[src/rtl/free_list_pkg.sv]
// Shared core definitions for the physical-register free list: sizes, depth and tag type.
`ifndef N_WAY
`define N_WAY 2
`endif
`ifndef CDB_BITS
`define CDB_BITS 6
`endif

package free_list_pkg;
  localparam int N_WAY    = `N_WAY;
  localparam int N_PRF    = 64;
  localparam int N_ARF    = 32;
  localparam int CDB_BITS = `CDB_BITS;
  localparam int FL_DEPTH = N_PRF - N_ARF;

  typedef logic [CDB_BITS-1:0] FL_TAG;
endpackage

[src/rtl/free_list_slot_compact.sv]
// Exclusive prefix rank of each set bit in a slot-valid vector, plus the total set count.
module slot_compact #(
  parameter int N  = 2,
  parameter int RW = $clog2(N) + 1
) (
  input  logic [N-1:0]         valid,
  output logic [N-1:0][RW-1:0] rank,
  output logic [RW-1:0]        total
);
  logic [RW-1:0] acc;

  always_comb begin
    acc  = '0;
    rank = '0;
    for (int k = 0; k < N; k++) begin
      rank[k] = acc;
      if (valid[k]) acc = acc + RW'(1);
    end
    total = acc;
  end
endmodule

[src/rtl/free_list.sv]
// R10K-style physical-register free list: circular FIFO of free tags, N_WAY pops and pushes per cycle.
// Optional retire-time flush recovery (arch_head + flush port) is enabled by FREE_LIST_RECOVER_EN.
`ifndef N_WAY
`define N_WAY 2
`endif

module free_list
  import free_list_pkg::*;
#(
  parameter int N_WAY    = `N_WAY,
  parameter int N_PRF    = 64,
  parameter int N_ARF    = 32,
  parameter int CDB_BITS = $clog2(N_PRF)
) (
  input  logic                             clock,
  input  logic                             reset,
  input  logic [N_WAY-1:0]                 alloc_req,
  output logic [N_WAY-1:0]                 alloc_valid,
  output logic [N_WAY-1:0][CDB_BITS-1:0]   alloc_tag,
  input  logic [N_WAY-1:0]                 retire_valid,
  input  logic [N_WAY-1:0][CDB_BITS-1:0]   retire_tag,
  input  logic [N_WAY-1:0][CDB_BITS-1:0]   retire_told,
  output logic [$clog2(N_WAY):0]           avail,
  output logic [$clog2(N_PRF):0]           free_count
`ifdef FREE_LIST_RECOVER_EN
  ,
  input  logic                             flush
`endif
);
  localparam int DEPTH = N_PRF - N_ARF;
  localparam int PW    = $clog2(DEPTH);
  localparam int RW    = $clog2(N_WAY) + 1;
  localparam int CW    = $clog2(N_PRF) + 1;

  logic [CDB_BITS-1:0]        buffer [DEPTH];
  logic [PW-1:0]              head, tail, head_next;
  logic [CW-1:0]              count, count_next;
  logic [CW:0]                count_sum;
  logic [N_WAY-1:0]           push_valid;
  logic [N_WAY-1:0][RW-1:0]   rank_alloc, rank_push;
  logic [RW-1:0]              req_total, push_total, grants;
  logic                       flush_i;

  // Pointer advance modulo DEPTH; offsets never exceed N_WAY so one subtraction suffices.
  function automatic logic [PW-1:0] ptr_add(input logic [PW-1:0] p, input logic [RW-1:0] off);
    logic [PW:0] s;
    s = {1'b0, p} + (PW+1)'(off);
    if (s >= (PW+1)'(DEPTH)) s = s - (PW+1)'(DEPTH);
    return s[PW-1:0];
  endfunction

  always_comb begin
    for (int k = 0; k < N_WAY; k++)
      push_valid[k] = retire_valid[k] && (retire_tag[k] != '0);
  end

  slot_compact #(.N(N_WAY), .RW(RW)) u_alloc_rank (
    .valid (alloc_req),
    .rank  (rank_alloc),
    .total (req_total)
  );

  slot_compact #(.N(N_WAY), .RW(RW)) u_push_rank (
    .valid (push_valid),
    .rank  (rank_push),
    .total (push_total)
  );

`ifdef FREE_LIST_RECOVER_EN
  logic [PW-1:0] arch_head, arch_head_next;
  assign flush_i        = flush;
  assign arch_head_next = ptr_add(arch_head, push_total);
`else
  assign flush_i = 1'b0;
`endif

  always_comb begin
    grants      = '0;
    alloc_valid = '0;
    alloc_tag   = '0;
    for (int k = 0; k < N_WAY; k++) begin
      if (alloc_req[k] && (CW'(rank_alloc[k]) < count) && !flush_i) begin
        alloc_valid[k] = 1'b1;
        alloc_tag[k]   = buffer[ptr_add(head, rank_alloc[k])];
        grants         = grants + RW'(1);
      end
    end
  end

  assign count_sum  = {1'b0, count} + (CW+1)'(push_total) - (CW+1)'(grants);
  assign avail      = (count >= CW'(N_WAY)) ? RW'(N_WAY) : count[RW-1:0];
  assign free_count = count;

  always_comb begin
    head_next  = ptr_add(head, grants);
    count_next = count_sum[CW-1:0];
`ifdef FREE_LIST_RECOVER_EN
    // The architectural free count is invariant, so a flush restores a full list at arch_head.
    if (flush_i) begin
      head_next  = arch_head_next;
      count_next = CW'(DEPTH);
    end
`endif
  end

  always_ff @(posedge clock or posedge reset) begin
    if (reset) begin
      head  <= '0;
      tail  <= '0;
      count <= CW'(DEPTH);
      for (int i = 0; i < DEPTH; i++)
        buffer[i] <= CDB_BITS'(N_ARF + i);
`ifdef FREE_LIST_RECOVER_EN
      arch_head <= '0;
`endif
    end else begin
      for (int k = 0; k < N_WAY; k++)
        if (push_valid[k])
          buffer[ptr_add(tail, rank_push[k])] <= retire_told[k];
      tail  <= ptr_add(tail, push_total);
      head  <= head_next;
      count <= count_next;
`ifdef FREE_LIST_RECOVER_EN
      arch_head <= arch_head_next;
`endif
    end
  end

  for (genvar k = 0; k < N_WAY; k++) begin : g_told_chk
    a_told_nonzero: assert property (@(posedge clock) disable iff (reset)
      !(retire_valid[k] && (retire_tag[k] != '0) && (retire_told[k] == '0)));
  end

  a_no_overflow: assert property (@(posedge clock) disable iff (reset)
    flush_i || (count_sum <= (CW+1)'(DEPTH)));
endmodule

[config.mk]
export PLATFORM = sky130hd
export DESIGN_NAME = free_list
export DESIGN_NICKNAME = d
export VERILOG_FILES = /design/src/rtl/free_list_pkg.sv /design/src/rtl/free_list_slot_compact.sv /design/src/rtl/free_list.sv
export SDC_FILE = /design/constraint.sdc
export NUM_CORES = 1
export LEC_CHECK = 0
export CAP_MARGIN = 20
export CORE_AREA = 3 3 157 159
export DETAILED_ROUTE_END_ITERATION = 12
export DIE_AREA = 0 0 160 162
export GPL_ROUTABILITY_DRIVEN = 0
export PLACE_DENSITY = 0.79
export SKIP_CTS_REPAIR_TIMING = 1
export SLEW_MARGIN = 20
export SYNTH_ARGS = -nofsm -noshare
export SYNTH_HDL_FRONTEND = slang
export SYNTH_SLANG_ARGS = --single-unit
[constraint.sdc]
create_clock -name clock -period 9.7 [get_ports clock]
set_input_delay 1.94 -clock clock [delete_from_list [all_inputs] [get_ports clock]]
set_output_delay 1.94 -clock clock [all_outputs]
set_load 0.1 [all_outputs]
==> reports/metrics.csv <==
metric;value;unit
status;finished, final reports clean;
vdd_ir_drop_max;294;uV
dr.pass1.iters;6;
clock-root-buffer;clkbuf_16;
ys_seq_area_share;37.8;%
synth.largest_area_cell;mux2_2;
syn_inst;1198;
finClkSkew;0.0189;ns
hold_path_class;reg -> reg;
htreeDepth;1;
synth-edff-count;0;
post_drt_wl_per_cell;27.6;um
area_growth;10.9;%
min_path_cells;2;
yosys_warnings;0;
layout_min_cycle_time;8.03;ns
synth_largest_type_area_fraction;21.3;%
crit_chain;clkdlybuf4s50_1 -> ha_4 -> ha_2 -> mux4_2 -> nor2b_1 -> a211oi_1 -> or3_1 -> o31ai_1 -> clkdlybuf4s50_1;
reg2reg_to;free_count[6]$_DFF_PP0_;
slowest_stage;clkdlybuf4s50_1;
net-switching-power;2.67;mW
crit_path_end_kind;output pin;
diodes;0;
slew_violations;0;
ys_ff_latch;209;
fin_nets;1256;
cp.required;7.76;ns
slowest_delay;1.18;ns
grt_max_degree;137;
io_pins;53;
vias;10800;
finalSetupViolations;0;
finalWirelength;42.4;mm
pwr-share-clk;15.8;%
die_h;162;um
grt.overflow.total;0;
start_util;60.8;%
viasPerCell;7.04;
tns;0;ns
comb_power_share;52.9;%
n_fill_cell;1742;
port_buffers;52;
synth_cell_types;49;
coreArea;23400;um2
drc;0;
drive_above_1_share;44.8;%
drv_cap;0;
final_util;67.4;%
cp_common_cell;clkdlybuf4s50_1;
reg2reg_setup_slack;5.84;ns
track_usage;32.4;%
row_count;56;
numCtsBuffers;24;
cp.arrival;6.09;ns
worstHoldEndpoint;buffer[53]$_DFF_PP1_;
drt_iter0_markers;1200;
path_max_fanout;44;
fp.dieArea;25900;um2
dp_hpwl;28.4;mm
rsz0062_at_grt;no;
fmax;0.125;GHz
clkLatencyLatePin;0.53;ns
min_from;buffer[53]$_DFF_PP1_;
synth_flop_cell;dfstp_2;
p_sw_share;41.9;%
cp-start-kind;input pin;
intPower;3.71;mW
antenna_left;0;
finalHoldViolCount;0;
synthesis.nets;1255;
syn_area_per_cell;11.9;um2
power.total;6.38;mW
power_frac_seq;31.3;%
fin_crit_sh;82.8;%
ys_async_sr_fraction;100;%
tightest_slew;1.22;ns
cts.sinks;209;
synth_area;14200;um2
synth.most_common_cell;mux2_2;
cellPowerDensity;404;nW/um2
synth_area_leaders;mux2_2 (21%), dfstp_2 (21%), dfrtp_1 (17%);
slew_headroom;18.5;%
die_w;160;um
cts_tree;done;
synthTopCellsByCount;mux2_2 (269), dfstp_2 (113), dfrtp_1 (96);
ff2ff_path_depth;15;
grt_antenna_before_repair;0;
clk_pin_slew;0.06;ns
grt_pass1_vias;11000;
p_leak;6.05;nW
grt_pass1_wl;64.8;mm
clockBufferDepth;3;
critPathKind;in -> out;
rr_startpoint;free_count[3]$_DFF_PP0_;
## stage by stage
stage / setup slack [ns] / hold slack [ns] / area (um2) / cells
after CTS: 1.76 / 0.565 / 15800 / 1536
final: 1.67 / 0.568 / 15800 / 1536
after global routing: 1.61 / 0.583 / 15800 / 1536
after global placement: 1.84 / 0.554 / 14900 / 1492
after detailed placement: 1.76 / 0.559 / 14900 / 1492
after floorplan: 1.80 / 0.502 / 14200 / 1198
## how the worst max path moves through the flow
stage	startpoint	end	slack (ns)	cells past startpoint
finish	alloc_req[0]	alloc_tag[7]	1.67	9
global route	alloc_req[0]	alloc_tag[11]	1.61	9
CTS	alloc_req[0]	alloc_tag[7]	1.76	9
detailed placement	alloc_req[0]	alloc_tag[7]	1.76	9
global placement	alloc_req[0]	alloc_tag[8]	1.84	9
floorplan	alloc_req[0]	alloc_tag[9]	1.80	8
## kinds of logic after synthesis
group | after synthesis | share of synthesized area, %
compound gates | 173 | 8.38
buf+inv | 122 | 3.33
mux | 442 | 40.3
simple gates | 211 | 6.73
flops | 209 | 37.8
fa+ha+maj | 27 | 2.59
xor+xnor | 14 | 0.862
## sequential cells by signal, summed over array words and instances (netlist names)
register	count
head	5
buffer	192
tail	5
free_count	7
## layout by cell type, fill, tap and decap left out, types with 24 or more instances in the layout
cell	n
mux2_2	269
dfstp_2	113
mux2i_1	95
dfrtp_1	95
mux4_2	78
nor2_1	71
nand2_1	65
a21oi_1	42
clkdlybuf4s50_1	42
o21ai_0	33
inv_1	28
clkbuf_16	25
o22ai_1	24
a211oi_1	24
## final cells by class
type,instances,area (um2),area share (%)
well taps,319,399,2.53
clock buffers,32,692,4.39
multi-input cells,867,8410,53.3
repair buffers,68,591,3.74
inverters,29,116,0.738
clock inverters,12,189,1.20
flip-flops and latches,209,5380,34.1
## routing by layer
metal  vias up  global-route usage [%]  part of all wire, %
li1       4492                       -                    -
met1      5406                    41.3                   37
met2       725                    52.9                   47
met3       192                    6.91                   11
met4         0                    16.0                  6.0
met5         -                       0                    0
## critical path: cells and delay by family
| kind | cells | cell delay, ns |
|---|---|---|
| mux | 1 | 0.38 |
| compound gates | 2 | 0.19 |
| buf+inv | 2 | 1.66 |
| fa+ha+maj | 2 | 1.24 |
| simple gates | 2 | 0.61 |
## power groups by stage
stage | Clock (mW) | Combinational (mW) | Sequential [mW]
finish | 1.01 | 3.38 | 2.00
global route | 1.05 | 3.56 | 2.02
CTS | 1.02 | 3.33 | 1.96
detailed placement | 0 | 3.32 | 1.98
global placement | 0 | 3.21 | 1.95
floorplan | 0 | 2.62 | 1.79
Note: power is estimated with default switching activity, not from simulation.
